### src/rtl/reg_dump_tx_if.sv
// rtl/reg_dump_tx_if.sv - register-file debug read bus plus UART byte stream
interface reg_dump_tx_if;
    logic [4:0]  dbg_addr;
    logic [31:0] dbg_data;
    logic [7:0]  tx_data;
    logic        tx_valid;
    logic        tx_ready;

    // master: the dump engine; slave: register file mux + UART transmitter
    modport master (
        output dbg_addr,
        output tx_data,
        output tx_valid,
        input  dbg_data,
        input  tx_ready
    );

    modport slave (
        input  dbg_addr,
        input  tx_data,
        input  tx_valid,
        output dbg_data,
        output tx_ready
    );
endinterface

### src/rtl/reg_dump_tx.sv
// rtl/reg_dump_tx.sv - freezes the core and streams registers 0..N_REGS-1 MSB-first as bytes
module reg_dump_tx #(
    parameter int N_REGS = 32
) (
    input  logic                 clk,
    input  logic                 inicio,
    input  logic                 start,
    reg_dump_tx_if.master        bus,
    output logic                 activo,
    output logic                 busy,
    output logic                 done
);

    localparam logic [4:0] LAST_ADDR = 5'(N_REGS - 1);

    typedef enum logic [1:0] {
        ST_IDLE,
        ST_LOAD,
        ST_SEND,
        ST_DONE
    } state_t;

    state_t      state_q,    state_d;
    logic [4:0]  dbg_addr_q, dbg_addr_d;
    logic [31:0] shift_q,    shift_d;
    logic [7:0]  tx_data_q,  tx_data_d;
    logic        tx_valid_q, tx_valid_d;
    logic [1:0]  byte_cnt_q, byte_cnt_d;
    logic        activo_q,   activo_d;
    logic        busy_q,     busy_d;
    logic        done_q,     done_d;

    // Next-state logic: one register is captured in LOAD, then drained a byte per accepted transfer.
    always_comb begin
        state_d    = state_q;
        dbg_addr_d = dbg_addr_q;
        shift_d    = shift_q;
        tx_data_d  = tx_data_q;
        tx_valid_d = tx_valid_q;
        byte_cnt_d = byte_cnt_q;
        activo_d   = activo_q;
        case (state_q)
            ST_IDLE: begin
                if (start) begin
                    dbg_addr_d = 5'd0;
                    activo_d   = 1'b0;
                    state_d    = ST_LOAD;
                end
            end
            ST_LOAD: begin
                // activo has been low for a full cycle here, so dbg_data cannot change under us
                shift_d    = bus.dbg_data;
                tx_data_d  = bus.dbg_data[31:24];
                tx_valid_d = 1'b1;
                byte_cnt_d = 2'd0;
                state_d    = ST_SEND;
            end
            ST_SEND: begin
                if (tx_valid_q && bus.tx_ready) begin
                    if (byte_cnt_q != 2'd3) begin
                        byte_cnt_d = byte_cnt_q + 2'd1;
                        tx_data_d  = shift_q[23:16];
                        shift_d    = shift_q << 8;
                    end else begin
                        tx_valid_d = 1'b0;
                        if (dbg_addr_q == LAST_ADDR) begin
                            state_d = ST_DONE;
                        end else begin
                            dbg_addr_d = dbg_addr_q + 5'd1;
                            state_d    = ST_LOAD;
                        end
                    end
                end
            end
            ST_DONE: begin
                activo_d = 1'b1;
                state_d  = ST_IDLE;
            end
            default: begin
                state_d = ST_IDLE;
            end
        endcase
        busy_d = (state_d != ST_IDLE);
        done_d = (state_d == ST_DONE);
    end

    // State and output registers; inicio aborts any dump and releases the core.
    always_ff @(posedge clk) begin
        if (inicio) begin
            state_q    <= ST_IDLE;
            dbg_addr_q <= 5'd0;
            shift_q    <= 32'd0;
            tx_data_q  <= 8'd0;
            tx_valid_q <= 1'b0;
            byte_cnt_q <= 2'd0;
            activo_q   <= 1'b1;
            busy_q     <= 1'b0;
            done_q     <= 1'b0;
        end else begin
            state_q    <= state_d;
            dbg_addr_q <= dbg_addr_d;
            shift_q    <= shift_d;
            tx_data_q  <= tx_data_d;
            tx_valid_q <= tx_valid_d;
            byte_cnt_q <= byte_cnt_d;
            activo_q   <= activo_d;
            busy_q     <= busy_d;
            done_q     <= done_d;
        end
    end

    assign bus.dbg_addr = dbg_addr_q;
    assign bus.tx_data  = tx_data_q;
    assign bus.tx_valid = tx_valid_q;
    assign activo       = activo_q;
    assign busy         = busy_q;
    assign done         = done_q;

endmodule
### src/flat_wrapper.sv
// flat-port wrapper written by rule: the top's interface ports become plain ports
module reg_dump_tx_flat 
#(
    parameter int N_REGS = 32
)
  (clk, inicio, start, activo, busy, done, bus_dbg_addr, bus_tx_data, bus_tx_valid, bus_dbg_data, bus_tx_ready);
  reg_dump_tx_if bus_i ();
  input  logic clk;
  input  logic inicio;
  input  logic start;
  output logic activo;
  output logic busy;
  output logic done;
  output wire logic [$bits(bus_i.dbg_addr)-1:0] bus_dbg_addr;
  output wire logic [$bits(bus_i.tx_data)-1:0] bus_tx_data;
  output wire logic [$bits(bus_i.tx_valid)-1:0] bus_tx_valid;
  input wire logic [$bits(bus_i.dbg_data)-1:0] bus_dbg_data;
  input wire logic [$bits(bus_i.tx_ready)-1:0] bus_tx_ready;
  assign bus_dbg_addr = bus_i.dbg_addr;
  assign bus_tx_data = bus_i.tx_data;
  assign bus_tx_valid = bus_i.tx_valid;
  assign bus_i.dbg_data = bus_dbg_data;
  assign bus_i.tx_ready = bus_tx_ready;
  reg_dump_tx #(.N_REGS(N_REGS)) u_core (.clk(clk), .inicio(inicio), .start(start), .bus(bus_i), .activo(activo), .busy(busy), .done(done));
endmodule
### config.mk
export PLATFORM = sky130hd
export DESIGN_NAME = reg_dump_tx_flat
export DESIGN_NICKNAME = d
export VERILOG_FILES = /design/src/rtl/reg_dump_tx_if.sv /design/src/rtl/reg_dump_tx.sv /design/src/flat_wrapper.sv
export SDC_FILE = /design/constraint.sdc
export NUM_CORES = 1
export LEC_CHECK = 0
export BUFFER_PORTS_ARGS = -buffer_cell sky130_fd_sc_hd__buf_2
export CORE_ASPECT_RATIO = 0.75
export CORE_MARGIN = 3
export CORE_UTILIZATION = 48
export DETAILED_ROUTE_END_ITERATION = 6
export HOLD_SLACK_MARGIN = 0.1
export PLACE_DENSITY = 0.75
export REMOVE_ABC_BUFFERS = 1
export SYNTH_ARGS = -nofsm -noshare
export SYNTH_HDL_FRONTEND = slang
export SYNTH_SLANG_ARGS = --single-unit
### constraint.sdc
create_clock -name clk -period 1.6 [get_ports clk]
set_clock_uncertainty 0.1 [all_clocks]
set_input_delay 0.32 -clock clk [delete_from_list [all_inputs] [get_ports clk]]
set_output_delay 0.32 -clock clk [all_outputs]
set_load 0.01 [all_outputs]
==> results of run 1 <==
worst max-delay path: cells and delay by family (launching register included):
family	cells	cell delay [ns]
simple gates	1	0.22
fa+ha+maj	1	0.23
buf+inv	1	0.19
compound gates	2	0.70
flops	1	0.34
state kept, by name, summed over array words and instances (netlist names):
signal	flops
u_core.activo	1
u_core.bus.dbg_addr	5
u_core.bus.tx_data	8
u_core.bus.tx_valid	1
u_core.busy	1
u_core.byte_cnt_q	2
u_core.done	1
u_core.shift_q	24
u_core.state_q	2
what timing repair did:
action	4_1_cts	5_1_grt
setup buffers	2	8
cloned	1	6
pin swaps	16	43
setup endpoints to repair	42	42
resized for setup	50	59
hold endpoints to repair	0	0
worst max-delay path by stage:
stage | from | to | slack [ns] | depth (start not counted)
floorplan | u_core.state_q[0] | u_core.shift_q[0] | -1.32 | 4
global placement | u_core.bus.dbg_addr[0] | u_core.bus.dbg_addr[3] | -0.16 | 6
detailed placement | u_core.bus.dbg_addr[0] | u_core.bus.dbg_addr[3] | -0.22 | 6
CTS | u_core.bus.dbg_addr[1] | u_core.bus.dbg_addr[3] | -0.09 | 6
global route | u_core.byte_cnt_q[1] | u_core.shift_q[10] | -0.28 | 5
finish | u_core.byte_cnt_q[0] | u_core.shift_q[10] | -0.24 | 5
layout make-up:
| class | count | area share |
|---|---|---|
| Clock buffer | 7 | 0.0241 |
| Inverter | 6 | 0.00698 |
| Multi-Input combinational cell | 137 | 0.471 |
| Sequential cell | 45 | 0.253 |
| Tap cell | 55 | 0.0192 |
| Timing Repair Buffer | 95 | 0.226 |
synth_stat cells (all sizes together):
cell type	n	area share
nand2b	2	0.0056
o211ai	1	0.0033
a31o	26	0.10
clkbuf	11	0.018
a21o	2	0.0067
nand3b	4	0.019
nand2	5	0.0083
o21ai	1	0.0022
clkinv	1	0.0017
mux2i	29	0.13
nor4b	1	0.0039
nor4	1	0.0028
buf	11	0.049
nand4b	2	0.0078
a32o	8	0.036
a211oi	2	0.0067
dfxtp	45	0.40
and3	1	0.0028
and2	1	0.0028
nor2	3	0.0050
and4b	1	0.0044
a22oi	1	0.0033
nand3	9	0.020
a31oi	2	0.0056
ha	6	0.033
inv	5	0.0083
a21oi	2	0.0044
o32ai	1	0.0072
o211a	1	0.0044
nor3	1	0.0044
a2111oi	24	0.093
power groups by stage:
stage / clock network (mW) / logic [mW] / registers, mW
after floorplan: 0 / 1.19 / 1.75
after global placement: 0 / 2.20 / 1.70
after detailed placement: 0 / 2.22 / 1.72
after CTS: 0.739 / 2.58 / 1.71
after global routing: 0.801 / 4.15 / 1.82
final: 0.745 / 3.98 / 1.80
logic make-up after synthesis:
logic type,count (synthesis),share of synthesized area
mux,29,0.129
simple gates,31,0.0867
fa+ha+maj,6,0.0333
buf+inv,28,0.0772
compound gates,71,0.274
flops,45,0.400
per-stage QoR:
| step | cells | cell area, um2 | setup TNS, ns | power (mW) |
|---|---|---|---|---|
| 2_1_floorplan | 188 | 2100 | -55.29 | 2.95 |
| 3_3_place_gp | 321 | 2730 | -3.14 | 3.90 |
| 3_5_place_dp | 321 | 2730 | -4.28 | 3.94 |
| 4_1_cts | 331 | 3040 | -0.296 | 5.03 |
| 5_1_grt | 345 | 3580 | -6.44 | 6.77 |
| 6_report | 345 | 3580 | -4.85 | 6.52 |
routing by layer:
metal / vias up / share of wire
li1: 1006 / -
met1: 1133 / 0.41
met2: 128 / 0.49
met3: 22 / 0.078
met4: 0 / 0.021
met5: - / 0
==> flow_metrics.env, run 1 <==
export IMPL_status="complete, but fails checks"
export IMPL_violations="setup timing"
export IMPL_die_w_um=85.1
export IMPL_crit_slowest_cell="a2111oi_1"
export IMPL_crit_required_ns=1.74
export IMPL_antenna_left=0
export IMPL_initial_core_util=0.526
export IMPL_setup_viol=41
export IMPL_p_int_mw=3.84
export IMPL_synth_seq_cells=45
export IMPL_ir_drop_mv=0.991
export IMPL_synth_area_per_cell_um2=10.7
export IMPL_maxCapViolations=0
export IMPL_rows=20
export IMPL_netlist_instances=210
export IMPL_diodes=0
export IMPL_routed_wl_mm=7.97
export IMPL_ioPinCount=53
export IMPL_dpl_hpwl_mm=3.51
export IMPL_whs_path_depth=2
export IMPL_startpoint_type="flip-flop"
export IMPL_antenna_found_initial=0
export IMPL_layout_common_cells="52 x buf_2, 41 x dfxtp_1, 25 x mux2i_1"
export IMPL_synth_distinct_cells=36
export IMPL_globalplace_congestion=0.786
export IMPL_netSwitchingFraction=0.411
export IMPL_clockRootBuffer="clkbuf_8"
export IMPL_cts_tree="built"
export IMPL_drc=0
export IMPL_cts_reportedPaths_clkPinSlew_ns=0.08
export IMPL_fillers=200
export IMPL_synthesis_area_mm2=0.00225
export IMPL_regArea_um2=906
export IMPL_firstDrtPassIters=5
export IMPL_grt_use_met1=0.283
export IMPL_drv_slew=0
export IMPL_comb_power_share=0.610
export IMPL_clock_sinks=45
export IMPL_finalHoldViolCount=0
export IMPL_pwr_share_clk=0.114
export IMPL_fmax_mhz=544
export IMPL_path_max_fanout=15
export IMPL_insertion_delay_ns=0.31
export IMPL_grt_max_degree=35
export IMPL_core_mm2=0.00428
export IMPL_grt_first_pass_wirelength_mm=9.25
export IMPL_syn_to_final_growth_pct=59.1
export IMPL_met2_usage=0.330
export IMPL_hold_class="in -> reg"
export IMPL_r2r_start="u_core.byte_cnt_q[0]"
export IMPL_numCtsBuffers=5
export IMPL_switchingPower_mw=2.68
export IMPL_fin_util=0.837
export IMPL_min_to="u_core.shift_q[6]"
export IMPL_avgViaCountPerCell=6.63
export IMPL_htreeDepth=2
export IMPL_arrival_ns=1.98
export IMPL_ctsHoldBuffers=0
export IMPL_worstMarginPinSlew_ns=0.484
export IMPL_grt_setup_unrepaired="true"
export IMPL_grt_use_met3=0.0539
export IMPL_powerDensity_mw_per_mm2=1820
export IMPL_crit_chain="ha_1 > nand3b_4 > buf_12 > a2111oi_1 > a31o_1"
export IMPL_vias=2289
export IMPL_timing_rr_end="u_core.shift_q[10]"
export IMPL_end_kind="flip-flop"
export IMPL_die_area_mm2=0.00556
export IMPL_wl_per_cell_um=23.1
export IMPL_multi_input_area_mm2=0.00169
export IMPL_crit_type="reg -> reg"
export IMPL_whs_ns=0.131
export IMPL_top_usage_layer="met2"
export IMPL_yosys_warnings=0
export IMPL_post_place_ws_ns=-0.220
export IMPL_hp_start="bus_dbg_data[6]"
export IMPL_r2r_slack_ns=-0.24
export IMPL_yosysSeqAreaShare=0.400
export IMPL_numPortBuffers=52
export IMPL_gr_total_overflow=0
export IMPL_relSlewSlack=0.676
export IMPL_fin_crit_ns=1.84
export IMPL_fin_crit_sh=1.15
export IMPL_layout_commonest_cell="buf_2"
export IMPL_grt_usage=0.209
export IMPL_leakage_nw=1.41
export IMPL_fp_dieH_um=65.3
export IMPL_drt_first_iter_violations=212
export IMPL_grt_pass1_vias=1880
export IMPL_clk_path_buf_depth=2
export IMPL_setup_slack_ns=-0.238
export IMPL_slowest_delay_ns=0.52
export IMPL_ff2ff_path_depth=5
export IMPL_seq_power_share=0.276
export IMPL_drive_above_1_share=0.579
export IMPL_nNetsFinal=332
No activity file was read; power rests on OpenSTA's default activity.
==> run 2: changes to the inputs <==
--- a/config.mk
+++ b/config.mk
@@ -7,7 +7,7 @@
 export LEC_CHECK = 0
 export BUFFER_PORTS_ARGS = -buffer_cell sky130_fd_sc_hd__buf_2
 export CORE_ASPECT_RATIO = 0.75
-export CORE_MARGIN = 3
+export CORE_MARGIN = 4
 export CORE_UTILIZATION = 48
 export DETAILED_ROUTE_END_ITERATION = 6
 export HOLD_SLACK_MARGIN = 0.1
==> constraint.sdc (replaced) <==
create_clock -name clk -period 1.6 [get_ports clk]
set_clock_uncertainty 0.1 [all_clocks]
set_input_delay 0.48 -clock clk [delete_from_list [all_inputs] [get_ports clk]]
set_output_delay 0.48 -clock clk [all_outputs]
set_load 0.01 [all_outputs]
==> flow_metrics.env, run 2 (synthesized netlist as in run 1, its figures left out) <==
export IMPL_antenna_found_initial=0
export IMPL_gr_total_overflow=0
export IMPL_clockRootBuffer="clkbuf_8"
export IMPL_setup_slack_ns=-0.142
export IMPL_p_total_mw=6.87
export IMPL_nNetsFinal=333
export IMPL_numPortBuffers=52
export IMPL_clock_sinks=45
export IMPL_fillers=225
export IMPL_fmax_mhz=574
export IMPL_initial_core_util=0.501
export IMPL_clk_path_buf_depth=2
export IMPL_firstDrtPassIters=4
export IMPL_hold_class="in -> reg"
export IMPL_globalplace_congestion=0.739
export IMPL_drt_first_iter_violations=142
export IMPL_ff2ff_path_depth=7
export IMPL_grt_max_degree=44
export IMPL_leakage_nw=1.45
export IMPL_crit_required_ns=1.76
export IMPL_largest_reg_flops=24
export IMPL_dpl_hpwl_mm=3.49
export IMPL_drive_above_1_share=0.616
export IMPL_drc=0
export IMPL_whs_path_depth=2
export IMPL_design_area_mm2=0.00373
export IMPL_worstMarginPinSlew_ns=0.374
export IMPL_finalSetupTns_ns=-3.30
export IMPL_cts_tree="built"
export IMPL_top_register="u_core.shift_q"
export IMPL_grt_setup_unrepaired="true"
export IMPL_whs_ns=0.282
export IMPL_dpl_cell_area_mm2=0.00272
export IMPL_end_kind="flip-flop"
export IMPL_fin_crit_sh=1.09
export IMPL_layout_commonest_cell="buf_2"
export IMPL_htreeDepth=2
export IMPL_wl_per_cell_um=22.5
export IMPL_core_mm2=0.00449
export IMPL_cts_reportedPaths_clkPinSlew_ns=0.09
export IMPL_grt_usage=0.209
export IMPL_crit_type="reg -> reg"
export IMPL_min_to="u_core.shift_q[0]"
export IMPL_drv_slew=0
export IMPL_relSlewSlack=0.750
export IMPL_finalHoldViolCount=0
export IMPL_die_w_um=87.1
export IMPL_timing_rr_end="u_core.shift_q[20]"
export IMPL_status="complete, but fails checks"
export IMPL_diodes=0
export IMPL_ctsHoldBuffers=0
export IMPL_startpoint_type="flip-flop"
export IMPL_die_area_mm2=0.00586
export IMPL_fin_crit_ns=1.74
export IMPL_vias=2203
export IMPL_setup_viol=40
export IMPL_violations="setup timing"
export IMPL_r2r_start="u_core.state_q[0]"
export IMPL_fp_dieH_um=67.3
export IMPL_grt_first_pass_wirelength_mm=9.43
export IMPL_avgViaCountPerCell=6.31
export IMPL_routed_wl_mm=7.86
export IMPL_grt_pass1_vias=1895
export IMPL_antenna_left=0
export IMPL_numCtsBuffers=5
export IMPL_post_place_ws_ns=-0.217
export IMPL_maxCapViolations=0
export IMPL_insertion_delay_ns=0.31
export IMPL_powerDensity_mw_per_mm2=1840
export IMPL_ioPinCount=53
export IMPL_rows=21
export IMPL_critPathLaunch="u_core.state_q[0]"
export IMPL_path_max_fanout=7
export IMPL_hp_start="bus_dbg_data[0]"
export IMPL_r2r_slack_ns=-0.14
export IMPL_syn_to_final_growth_pct=65.7
export IMPL_arrival_ns=1.90
export IMPL_layout_common_cells="52 x buf_2, 40 x dfxtp_1, 22 x mux2i_1, 22 x buf_4, 20 x a31o_4"
export IMPL_ir_drop_mv=1.05
-- run 2: cell count changes in the layout (fill, tap and decap cells not counted), sizes merged --
cell and delta:
clkbuf +2, clkinv +1, buf -1
-- run 2: timing repair --
item | 4_1_cts | 5_1_grt
pin swaps | 5 | 50
setup endpoints to repair | 42 | 42
resized for setup | 38 | 82
gates cloned | 3 | 6
setup buffers | 2 | 9
-- run 2: power by group --
part | total [mW] | internal [mW] | switching, mW
sequential | 1.80 | 1.51 | 0.294
clock | 0.807 | 0.391 | 0.416
combinational | 4.26 | 2.21 | 2.05
total | 6.87 | 4.11 | 2.76
-- run 2: routing by layer --
layer / part of all wire / up-vias / track usage
met3: 0.055 / 17 / 0.0402
met2: 0.50 / 84 / 0.330
met4: 0.021 / 0 / 0.0785
li1: - / 1018 / -
met1: 0.42 / 1084 / 0.285
met5: 0 / - / 0
-- run 2: area by class of cell --
type	instances	area [um2]	share of cell area
clock inverter	1	5.00	0.00134
sequential	45	910	0.244
tap	57	71.3	0.0191
timing repair buffer	96	875	0.234
clock buffer	7	96.3	0.0258
multi-input combinational	137	1750	0.469
inverter	6	25.0	0.00671
-- run 2: worst max-delay path: stages, from the launching register on --
cell and delay, ns:
dfxtp_2 0.37, inv_4 0.06, ha_4 0.22, buf_6 0.15, clkbuf_16 0.15, buf_4 0.15, a2111oi_2 0.36, a31o_4 0.14
-- run 2: worst max-delay path by stage --
stage | to | slack [ns] | cells after the start
after floorplan | u_core.shift_q[0] | -1.32 | 4
after global placement | u_core.bus.dbg_addr[2] | -0.13 | 6
after detailed placement | u_core.bus.dbg_addr[3] | -0.22 | 6
after CTS | u_core.bus.dbg_addr[3] | -0.07 | 6
after global routing | u_core.bus.dbg_addr[2] | -0.22 | 6
final | u_core.shift_q[20] | -0.14 | 7
-- run 2: through the flow --
stage,std cells,util
5_1_grt,349,0.830
3_5_place_dp,321,0.604
6_report,349,0.830
2_1_floorplan,188,-
4_1_cts,334,0.682
3_3_place_gp,321,0.604
